File: src/rtl/alu_div_5bit_signed.sv
// Multi-cycle signed divider: restoring shift-and-subtract on operand magnitudes,
// one quotient bit per cycle, followed by a sign-correction cycle.
module alu_div_5bit_signed #(
    parameter int WIDTH = 5
) (
    input  logic             clk,
    input  logic             rst,
    input  logic             in_valid,
    output logic             in_ready,
    input  logic [WIDTH-1:0] A,
    input  logic [WIDTH-1:0] B,
    output logic             out_valid,
    input  logic             out_ready,
    output logic [WIDTH-1:0] Quotient,
    output logic [WIDTH-1:0] Remainder,
    output logic             DivByZero,
    output logic             Overflow
);
    localparam int CW = $clog2(WIDTH);
    localparam logic [WIDTH-1:0] MOST_NEG = {1'b1, {(WIDTH-1){1'b0}}};

    typedef enum logic [1:0] {IDLE, CALC, FIX, DONE} state_t;

    state_t           state_reg, state_next;
    logic [CW-1:0]    count_reg, count_next;
    logic [WIDTH-1:0] dvd_reg, dvd_next;     // |A|, shifted out MSB first; fills with quotient bits
    logic [WIDTH-1:0] dvs_reg, dvs_next;     // |B|
    logic [WIDTH:0]   prem_reg, prem_next;   // partial remainder
    logic             sign_q_reg, sign_q_next;
    logic             sign_r_reg, sign_r_next;
    logic [WIDTH-1:0] quot_reg, quot_next;
    logic [WIDTH-1:0] rem_reg, rem_next;
    logic             dz_reg, dz_next;
    logic             ov_reg, ov_next;

    logic [WIDTH+1:0] shifted;
    logic [WIDTH+2:0] trial;

    always_ff @(posedge clk or posedge rst) begin
        if (rst) begin
            state_reg  <= IDLE;
            count_reg  <= '0;
            dvd_reg    <= '0;
            dvs_reg    <= '0;
            prem_reg   <= '0;
            sign_q_reg <= 1'b0;
            sign_r_reg <= 1'b0;
            quot_reg   <= '0;
            rem_reg    <= '0;
            dz_reg     <= 1'b0;
            ov_reg     <= 1'b0;
        end else begin
            state_reg  <= state_next;
            count_reg  <= count_next;
            dvd_reg    <= dvd_next;
            dvs_reg    <= dvs_next;
            prem_reg   <= prem_next;
            sign_q_reg <= sign_q_next;
            sign_r_reg <= sign_r_next;
            quot_reg   <= quot_next;
            rem_reg    <= rem_next;
            dz_reg     <= dz_next;
            ov_reg     <= ov_next;
        end
    end

    always_comb begin
        state_next  = state_reg;
        count_next  = count_reg;
        dvd_next    = dvd_reg;
        dvs_next    = dvs_reg;
        prem_next   = prem_reg;
        sign_q_next = sign_q_reg;
        sign_r_next = sign_r_reg;
        quot_next   = quot_reg;
        rem_next    = rem_reg;
        dz_next     = dz_reg;
        ov_next     = ov_reg;

        // Trial subtraction with one spare MSB so its sign tells keep vs. restore.
        shifted = {prem_reg, dvd_reg[WIDTH-1]};
        trial   = {1'b0, shifted} - {3'b000, dvs_reg};

        case (state_reg)
            IDLE: begin
                if (in_valid) begin
                    sign_q_next = A[WIDTH-1] ^ B[WIDTH-1];
                    sign_r_next = A[WIDTH-1];
                    dz_next     = 1'b0;
                    ov_next     = 1'b0;
                    if (B == '0) begin
                        dz_next    = 1'b1;
                        quot_next  = '1;
                        rem_next   = A;
                        state_next = DONE;
                    end else if (A == MOST_NEG && B == '1) begin
                        ov_next    = 1'b1;
                        quot_next  = MOST_NEG;
                        rem_next   = '0;
                        state_next = DONE;
                    end else begin
                        // |MOST_NEG| still fits as an unsigned WIDTH-bit value.
                        dvd_next   = A[WIDTH-1] ? -A : A;
                        dvs_next   = B[WIDTH-1] ? -B : B;
                        prem_next  = '0;
                        count_next = '0;
                        state_next = CALC;
                    end
                end
            end
            CALC: begin
                dvd_next   = {dvd_reg[WIDTH-2:0], ~trial[WIDTH+2]};
                prem_next  = trial[WIDTH+2] ? shifted[WIDTH:0] : trial[WIDTH:0];
                count_next = count_reg + 1'b1;
                if (count_reg == CW'(WIDTH - 1)) begin
                    state_next = FIX;
                end
            end
            FIX: begin
                quot_next  = sign_q_reg ? -dvd_reg : dvd_reg;
                rem_next   = sign_r_reg ? -prem_reg[WIDTH-1:0] : prem_reg[WIDTH-1:0];
                state_next = DONE;
            end
            DONE: begin
                if (out_ready) begin
                    state_next = IDLE;
                end
            end
            default: state_next = IDLE;
        endcase
    end

    assign in_ready  = (state_reg == IDLE);
    assign out_valid = (state_reg == DONE);
    assign Quotient  = quot_reg;
    assign Remainder = rem_reg;
    assign DivByZero = dz_reg;
    assign Overflow  = ov_reg;

endmodule

File: config.mk
export PLATFORM = sky130hd
export DESIGN_NAME = alu_div_5bit_signed
export DESIGN_NICKNAME = d
export VERILOG_FILES = /design/src/rtl/alu_div_5bit_signed.sv
export SDC_FILE = /design/constraint.sdc
export NUM_CORES = 1
export LEC_CHECK = 0
export BUFFER_PORTS_ARGS = -buffer_cell sky130_fd_sc_hd__buf_2
export CORE_MARGIN = 5
export CORE_UTILIZATION = 31
export CTS_CLUSTER_SIZE = 14
export DETAILED_ROUTE_END_ITERATION = 10
export MAX_ROUTING_LAYER = met4
export REMOVE_ABC_BUFFERS = 1
export SLEW_MARGIN = 10
export SYNTH_ARGS = -nofsm -noshare
export SYNTH_HDL_FRONTEND = slang
export SYNTH_SLANG_ARGS = --single-unit
File: constraint.sdc
create_clock -name clk -period 2.4 [get_ports clk]
set_input_delay 0.12 -clock clk [delete_from_list [all_inputs] [get_ports clk]]
set_output_delay 0.12 -clock clk [all_outputs]
set_load 0.005 [all_outputs]
==> qor.csv, run 1 <==
stage,metric,value,unit
synthesis,ys_async_sr_fraction,100,%
power,internal_power,1.69,mW
cells_and_area,areaGrowthSynthToFinish,15.8,%
route,vias,1824,
timing,fmax,489,MHz
timing,hold_violations,0,
synthesis,yosysWarnings,0,
floorplanning,io_pins,28,
critical_path,reg2regPathDepth,7,
run,cap_violations,0,
grt,overflow,0,
timing,clock_skew,0.00540,ns
synthesis,synth-seq-area-share,38.9,%
synthesis,netlist_area,2250,µm²
route,antenna_left,0,
critical_path,critical_path_buf_inv_count,3,
synthesis,ys.flop_type,dfrtp_1,
grt,grt.total_usage,12.0,%
critical_path,end_kind,flop,
hold_path,worstHoldStart,B[0],
cells_and_area,diodes,0,
route,viasPerCell,4.76,
place,place_area,2520,µm²
clock_tree,clock_sinks,35,
floorplanning,chipWidth,95.2,µm
critical_path,cp_top_family,compound AO/OA/AOI/OAI gates,
synthesis,synthCells,250,
timing,rsz0062_at_grt,false,
floorplanning,fp-row-count,31,
critical_path,crit_type,flop to flop,
timing,maxSlewHeadroom,37.7,%
cells_and_area,nets,317,
cells_and_area,nFillCells,735,
clock_tree,clockBufferDepth,2,
timing,fin_crit_sh,85.2,%
floorplanning,core-area,7180,µm²
critical_path,crit_chain,"inv_1, ha_1, inv_1, a22oi_1, buf_4, nand2_1, o311ai_0",
power,leakagePower,1.24,nW
hold_path,whs_endpoint,dvs_reg[0],
cells_and_area,ff_latch_area,876,µm²
floorplanning,die-area,9070,µm²
place,place_congestion,0.825,
grt,grt_pass1_wl,8290,µm
power,vdd_drop_max,0.000346,V
run_status,status,completed,
clock_tree,postCtsResizedCells,0,
cells_and_area,post_route_cells_drive_above_1_share,18.7,%
clock_tree,cts_max_level,2,
power,power.net_switching,1.25,mW
timing,whs,0.121,ns
timing,setup_viol_count_final,0,
clock_tree,insertion_delay,0.28,ns
floorplanning,die_h,95.2,µm
cells_and_area,largest_reg_flops,6,
clock_tree,numCtsBuffers,5,
critical_path,timing.rr.start,state_reg[1],
cells_and_area,fin_util,36.3,%
place,detailed_place_hpwl,3910,µm
hold_path,hp-class,primary input to flop,
synthesis,ys_seq_elements,35,
timing,slew_violations,0,
clock_tree,cts_tree,built,
power,pwr-share-seq,34.2,%
grt,grt_pass1_vias,1761,
route,routed_wl,4930,µm
critical_path,startpoint,state_reg[1],
critical_path,arrival,2.21,ns
critical_path,crit_top_cell,inv_1,
synthesis,synth_edf_count,0,
cells_and_area,multi_input_area,1220,µm²
critical_path,required,2.56,ns
timing,finalSetupTns,0,ns
route,drc_errors,0,
cells_and_area,instances_no_fill,383,
clock_tree,post_cts_buffers,0,
synthesis,syn_avg_cell_area,9.01,µm²
floorplanning,start_util,31.4,%
grt,grt_max_degree,36,
cells_and_area,final_cell_area,2610,µm²
place,placedCellCount,376,
power,power_frac_comb,52.5,%
clock_tree,clk_root_buffer_cell,clkbuf_8,
critical_path,rrSetupSlack,0.35,ns
timing,worst_pin_slew,0.922,ns
power,p_sw_share,42.5,%
grt,antenna_found_initial,0,
critical_path,crit_path_max_incr_delay,0.65,ns
critical_path,crit_path_max_fanout,12,
power,p_per_area,1130,nW/µm²
route,wire_per_inst,12.9,µm
route,drt_iter0_markers,89,
critical_path,critPathLaunchType,flop,
critical_path,crit_slowest_cell,a22oi_1,
critical_path,regToRegEndpoint,prem_reg[5],
place,port-buffer-count,27,
timing,layout_min_cycle_time,2.05,ns
synthesis,ys_types,44,
hold_path,whs_path_depth,2,
power,pwr-share-clk,13.2,%
clock_tree,path_clk_slew,0.07,ns
route,drt_first_pass_iters,4,
cells in the mapped netlist, types with 2 or more instances:
cell,n,share of area (%)
a211oi_1,4,1.3
a21o_1,4,1.3
a21oi_1,14,3.1
a21oi_2,2,0.78
a22oi_1,3,1.0
buf_4,2,0.67
buf_6,2,1.0
clkbuf_1,5,0.83
dfrtp_1,35,39
ha_1,17,9.4
inv_1,24,4.0
mux2_2,5,2.5
mux2i_1,6,2.7
nand2_1,37,6.2
nand2b_1,3,0.83
nand3b_1,2,0.67
nor2_1,13,2.2
nor2b_1,3,0.83
nor3_1,2,0.44
o211ai_1,2,0.67
o21ai_0,22,4.9
o21ai_1,5,1.1
o31ai_1,8,2.7
xnor2_1,8,3.1
xor2_1,3,1.2
worst register-to-register path, cell delays in order, from the launching register on:
cell      delay, ns
dfrtp_1        0.40
inv_1          0.12
ha_1           0.22
inv_1          0.12
a22oi_1        0.65
buf_4          0.29
nand2_1        0.06
o311ai_0       0.08
stage by stage:
stage / setup slack (ns) / total power, mW
after global placement: 0.166 / 2.54
after detailed placement: 0.164 / 2.59
after floorplan: 0.366 / 2.09
after global routing: 0.0709 / 3.26
final: 0.354 / 2.94
after CTS: 0.355 / 2.98
repair_timing:
item / 4_1_cts / 5_1_grt
hold buffers: 1 / 0
setup endpoints to repair: 0 / 0
hold endpoints to repair: 35 / 0
worst max-delay path by stage:
| stage | end | slack (ns) | cells past startpoint |
|---|---|---|---|
| global placement | Quotient[2] | 0.17 | 9 |
| floorplan | dvd_reg[0] | 0.37 | 7 |
| CTS | prem_reg[5] | 0.36 | 7 |
| global route | prem_reg[5] | 0.07 | 7 |
| detailed placement | Quotient[2] | 0.16 | 9 |
| finish | prem_reg[5] | 0.35 | 7 |
placed cells by master (no fill, tap or decap), drive strengths merged, types with 2 or more instances in the layout:
master,netlist,final
nand2b,3,3
a21o,4,4
xor2,3,3
nor2b,3,3
dfrtp,35,35
nand2,38,38
inv,24,24
a211oi,4,4
mux2,5,5
a22oi,3,3
nor2,13,13
nand3b,2,2
buf,5,37
xnor2,8,8
nor3,2,2
o31ai,8,8
mux2i,6,6
ha,17,17
a21oi,16,16
o21ai,28,28
o211ai,2,2
clkbuf,5,6
cell type report:
cell class / count / share of cell area [%]
tap: 99 / 4.75
sequential: 35 / 33.6
clock buffer: 6 / 2.78
inverter: 24 / 3.45
multi-input combinational: 181 / 47.0
timing repair buffer: 38 / 8.45
power by group through the flow:
stage	clock network (mW)	logic, mW	registers [mW]
finish	0.390	1.55	1.01
CTS	0.402	1.57	1.01
global route	0.424	1.80	1.04
global placement	0	1.53	1.01
floorplan	0	1.11	0.983
detailed placement	0	1.57	1.02
kinds of logic after synthesis:
kind of cell / Yosys count / share of synthesized area (%)
xor+xnor: 11 / 4.28
flops: 35 / 38.9
mux: 11 / 5.17
fa+ha+maj: 18 / 10.3
compound gates: 73 / 20.6
buf+inv: 34 / 6.72
simple gates: 68 / 14.0
per-layer routing:
layer	vias up	wire (µm)	global-route usage (%)
met5	-	0	-
met4	0	78	3.49
met3	8	220	2.13
met2	33	2440	20.7
met1	859	2190	14.2
li1	924	-	-
(Power assumes the default switching activity.)
==> inputs of run 2 (changes only) <==
Settings changed: CORE_ASPECT_RATIO from default to 1.4.
==> qor.csv, run 2 (synthesis gave the netlist of run 1 again) <==
stage,metric,value,unit
grt,overflow,0,
clock_tree,path_clk_slew,0.07,ns
timing,whs,0.122,ns
timing,worst_pin_slew,0.854,ns
floorplanning,die_h,111,µm
grt,grt_pass1_vias,1919,
hold_path,hp-class,primary input to flop,
run_status,status,completed,
critical_path,end_kind,flop,
cells_and_area,areaGrowthSynthToFinish,15.9,%
grt,use_met1,14.5,%
cells_and_area,diodes,0,
timing,setup_viol_count_final,0,
clock_tree,insertion_delay,0.29,ns
critical_path,critical_path_buf_inv_count,1,
timing,fin_ws,0.412,ns
clock_tree,numCtsBuffers,5,
cells_and_area,final_common_cell,nand2_1,
clock_tree,clk_root_buffer_cell,clkbuf_8,
clock_tree,cts_max_level,2,
critical_path,cp_top_family,compound AO/OA/AOI/OAI gates,
critical_path,arrival,2.16,ns
cells_and_area,nFillCells,735,
clock_tree,clockBufferDepth,2,
cells_and_area,multi_input_area,1220,µm²
clock_tree,cts_tree,built,
floorplanning,start_util,32.1,%
timing,layout_min_cycle_time,1.99,ns
timing,clock_skew,0.00807,ns
grt,antenna_found_initial,0,
critical_path,crit_path_max_incr_delay,0.40,ns
grt,grt_max_degree,18,
route,drt_first_pass_iters,4,
floorplanning,die-area,9090,µm²
critical_path,required,2.57,ns
timing,slew_violations,0,
timing,fmax,503,MHz
power,leakagePower,1.25,nW
cells_and_area,post_route_cells_drive_above_1_share,18.9,%
place,detailed_place_hpwl,4230,µm
critical_path,crit_chain,"inv_1, ha_1, nand2_2, a21oi_2, and2_1, o21ai_2, o311ai_0",
critical_path,crit_path_max_fanout,9,
cells_and_area,largest_reg_flops,6,
timing,finalSetupTns,0,ns
critical_path,critPathLaunchType,flop,
cells_and_area,nets,317,
clock_tree,clock_sinks,35,
cells_and_area,final_cell_mix,"37 x nand2_1, 35 x dfrtp_1, 27 x buf_2, 24 x inv_1, 22 x o21ai_0",
route,drc_errors,0,
place,place_area,2520,µm²
floorplanning,core-area,7030,µm²
grt,grt_use_met3,1.95,%
floorplanning,fp-row-count,36,
critical_path,crit_type,flop to flop,
clock_tree,post_cts_buffers,0,
cells_and_area,final_cell_area,2610,µm²
grt,use_met2,22.7,%
floorplanning,io_pins,28,
route,routed_wl,5290,µm
place,port-buffer-count,27,
route,vias,1859,
timing,hold_violations,0,
place,place_ws,0.264,ns
route,drt_iter0_markers,73,
timing,maxSlewHeadroom,42.3,%
route,viasPerCell,4.88,
timing,rsz0062_at_grt,false,
route,antenna_left,0,
grt,grt-busiest-layer,met2,
cells_and_area,ff_latch_area,876,µm²
run,cap_violations,0,
floorplanning,chipWidth,82.0,µm
place,place_congestion,0.807,
power,p_total,3.02,mW
power,vdd_drop_max,0.000353,V
grt,grt_pass1_wl,9060,µm
route,wire_per_inst,13.9,µm
power,p_per_area,1160,nW/µm²
grt,grt.total_usage,13.0,%
timing,fin_crit_sh,82.8,%
critical_path,crit_slowest_cell,dfrtp_1,
## run 2: worst register-to-register path, stage by stage (launching register included)
cell,delay [ns]
dfrtp_1,0.40
inv_1,0.13
ha_1,0.21
nand2_2,0.14
a21oi_2,0.19
and2_1,0.34
o21ai_2,0.15
o311ai_0,0.31
## run 2: layer usage
metal | wire length, µm | vias up
li1 | - | 931
met1 | 2210 | 886
met2 | 2810 | 34
met3 | 163 | 8
met4 | 112 | 0
met5 | 0 | -
## run 2: area by class of cell
class	instances	area share [%]
Multi-Input combinational cell	181	46.9
Sequential cell	35	33.5
Timing Repair Buffer	38	8.43
Tap cell	95	4.55
Inverter	24	3.45
Clock buffer	7	2.92
Clock inverter	1	0.192
## run 2: path summary, 6_finish.rpt
path / start / endpoint / slack [ns] / cells after the start
min in group asynchronous: rst / Remainder[0] / 0.37 / 3
worst max-delay path: state_reg[1] / prem_reg[5] / 0.41 / 7
worst min register to register: Quotient[1] / Quotient[1] / 0.47 / 1
max in group asynchronous: rst / dvd_reg[0] / 1.46 / 4
worst min-delay path: B[0] / dvs_reg[0] / 0.12 / 2
worst max register to register: state_reg[1] / prem_reg[5] / 0.41 / 7
## run 2: what timing repair did
| item | in CTS | in global routing |
|---|---|---|
| gates resized for setup | 0 | 0 |
| hold buffers | 1 | 0 |
| endpoints found under the hold margin | 9 | 0 |
## run 2: stage by stage
step / utilization (%) / std cells
floorplan: - / 240
global placement: 35.9 / 372
detailed placement: 35.9 / 372
CTS: 37.2 / 381
global route: 37.2 / 381
finish: 37.2 / 381
## run 2: power by group
part	switching, mW	internal, mW	total (mW)	leakage (nW)
Clock	0.213	0.204	0.417	0.0422
Sequential	0.187	0.818	1.00	0.452
Combinational	0.904	0.698	1.60	0.754
Total	1.30	1.72	3.02	1.25
==> inputs of run 3 (changes only) <==
Settings changed: ABC_AREA from default to 1.
Clock period 2.4 ns to 1.9 ns, I/O delays scaled along.
==> qor.csv, run 3 <==
stage,metric,value,unit
place,place_ws,0.0801,ns
route,wire_per_inst,12.1,µm
grt,grt_pass1_vias,2101,
floorplanning,core-area,7310,µm²
clock_tree,clockBufferDepth,2,
synthesis,ys_types,31,
cells_and_area,final_cell_mix,"109 x nand2_1, 37 x inv_1, 35 x dfrtp_1, 31 x nand3_1, 27 x buf_2",
timing,setup_viol_count_final,0,
clock_tree,clock_sinks,35,
critical_path,rrSetupSlack,0.18,ns
route,drc_errors,0,
synthesis,synth_edf_count,0,
route,routed_wl,5430,µm
grt,use_met2,21.0,%
grt,grt-busiest-layer,met2,
critical_path,startpoint,state_reg[1],
route,antenna_left,0,
critical_path,regToRegEndpoint,prem_reg[1],
cells_and_area,post_route_cells_drive_above_1_share,17.3,%
place,place_congestion,0.835,
timing,layout_min_cycle_time,1.72,ns
synthesis,synth_top_area_share,37.7,%
synthesis,ys_async_sr_fraction,100,%
grt,grt_max_degree,36,
floorplanning,die-area,9350,µm²
run,cap_violations,0,
clock_tree,cts_max_level,2,
grt,grt_pass1_wl,9440,µm
timing,fmax,580,MHz
grt,antenna_found_initial,0,
clock_tree,numCtsBuffers,5,
clock_tree,path_clk_slew,0.07,ns
timing,fin_ws,0.176,ns
clock_tree,clk_root_buffer_cell,clkbuf_8,
power,p_per_area,1500,nW/µm²
floorplanning,fp-row-count,37,
route,drt_first_pass_iters,5,
timing,worst_pin_slew,0.467,ns
critical_path,critPathLaunchType,flop,
grt,overflow,0,
critical_path,timing.rr.start,state_reg[1],
hold_path,hp-class,primary input to flop,
grt,grt.total_usage,12.5,%
power,vdd_drop_max,0.000675,V
synthesis,synth-seq-area-share,37.7,%
grt,grt_use_met3,3.16,%
clock_tree,cts_tree,built,
run_status,status,completed,
floorplanning,io_pins,28,
critical_path,required,2.13,ns
floorplanning,die_h,112,µm
route,viasPerCell,4.69,
critical_path,endpoint,prem_reg[1],
place,port-buffer-count,27,
cells_and_area,nets,383,
timing,finalSetupTns,0,ns
floorplanning,chipWidth,83.2,µm
timing,rsz0062_at_grt,false,
synthesis,yosysMostFrequentCell,nand2_1,
synthesis,synth_area_leaders,"dfrtp_1 38%, nand2_1 18%, ha_1 9.2%",
place,detailed_place_hpwl,4170,µm
synthesis,yosysWarnings,0,
critical_path,end_kind,flop,
critical_path,crit_type,flop to flop,
clock_tree,insertion_delay,0.29,ns
cells_and_area,nFillCells,796,
route,drt_iter0_markers,64,
route,vias,2104,
timing,slew_violations,0,
synthesis,syn_avg_cell_area,7.45,µm²
timing,clock_skew,0.0105,ns
synthesis,ys_seq_elements,35,
power,leakagePower,1.48,nW
cells_and_area,areaGrowthSynthToFinish,17.2,%
synthesis,synth_top_area_cell,dfrtp_1,
cells_and_area,diodes,0,
synthesis,synth_common_cells,"110 x nand2_1, 37 x inv_1, 35 x dfrtp_1",
critical_path,crit_path_max_fanout,8,
synthesis,ys.flop_type,dfrtp_1,
timing,maxSlewHeadroom,68.8,%
critical_path,reg2regPathDepth,8,
timing,fin_crit_sh,90.7,%
timing,hold_violations,0,
grt,use_met1,14.4,%
synthesis,netlist_area,2320,µm²
cells_and_area,largest_reg_flops,6,
critical_path,arrival,1.95,ns
floorplanning,start_util,31.8,%
cells_and_area,final_common_cell,nand2_1,
synthesis,synthCells,312,
==> run 3: cells by family (layout without fill, tap and decap cells) <==
family                   count (synthesis)  count (layout)  synth area share [%]
AND/OR/NAND/NOR                        162             162                  30.4
AO/OA/AOI/OAI                           48              48                  11.9
buffers and inverters                   44              84                  8.13
flip-flops                              35              35                  37.7
adder cells (fa/ha/maj)                 18              18                  10.0
XOR/XNOR                                 5               5                  1.89
==> run 3: worst min-delay path by stage <==
stage	startpoint	end	cells after the start
global route	B[0]	dvs_reg[0]	3
global placement	rst	sign_r_reg	3
detailed placement	rst	prem_reg[4]	3
floorplan	rst	DivByZero	1
CTS	B[0]	dvs_reg[0]	3
finish	B[0]	dvs_reg[0]	3
==> run 3: metrics by stage <==
stage               instances  power (mW)  utilization (%)  hold WS (ns)  instance area [µm²]
floorplan                 308        2.82                -         0.249                 2290
global placement          439        3.45             35.5         0.233                 2600
detailed placement        439        3.48             35.5         0.240                 2600
global route              449        4.55             37.2         0.168                 2720
finish                    449        4.10             37.2         0.131                 2720
CTS                       448        4.11             37.0         0.126                 2710
==> run 3: what timing repair did <==
| item | CTS | global route |
|---|---|---|
| setup endpoints to repair | 0 | 14 |
| buffers inserted | 0 | 1 |
| hold buffers | 1 | 0 |
| gates resized for setup | 0 | 3 |
| hold endpoints to repair | 35 | 0 |
==> run 3: worst max-delay path, cell delays in order, from the launching register on <==
cell and delay (ns):
dfrtp_1 0.40, inv_1 0.14, ha_1 0.31, inv_2 0.07
a21oi_2 0.17, nand3_4 0.14, nor2_4 0.24, nand3_1 0.11
nand2_1 0.07
==> run 3: report_power, final <==
group	switching [mW]	total (mW)	leakage, nW	internal [mW]
Combinational	1.43	2.29	0.974	0.861
Clock	0.283	0.614	0.0515	0.331
Sequential	0.176	1.20	0.459	1.02
==> run 3: area by class of cell <==
| class | instances | area (µm²) | share of cell area (%) |
|---|---|---|---|
| multi-input combinational | 233 | 1270 | 46.6 |
| clock buffer | 8 | 100 | 3.68 |
| tap | 97 | 121 | 4.46 |
| timing repair buffer | 36 | 205 | 7.54 |
| inverter | 40 | 153 | 5.61 |
| sequential | 35 | 876 | 32.2 |
==> run 3: per-layer routing <==
layer	wire length, µm	part of all wire, %	vias to the layer above
li1	-	-	1084
met1	2460	45	949
met2	2550	47	59
met3	308	5.7	12
met4	111	2.0	0
met5	0	0	-
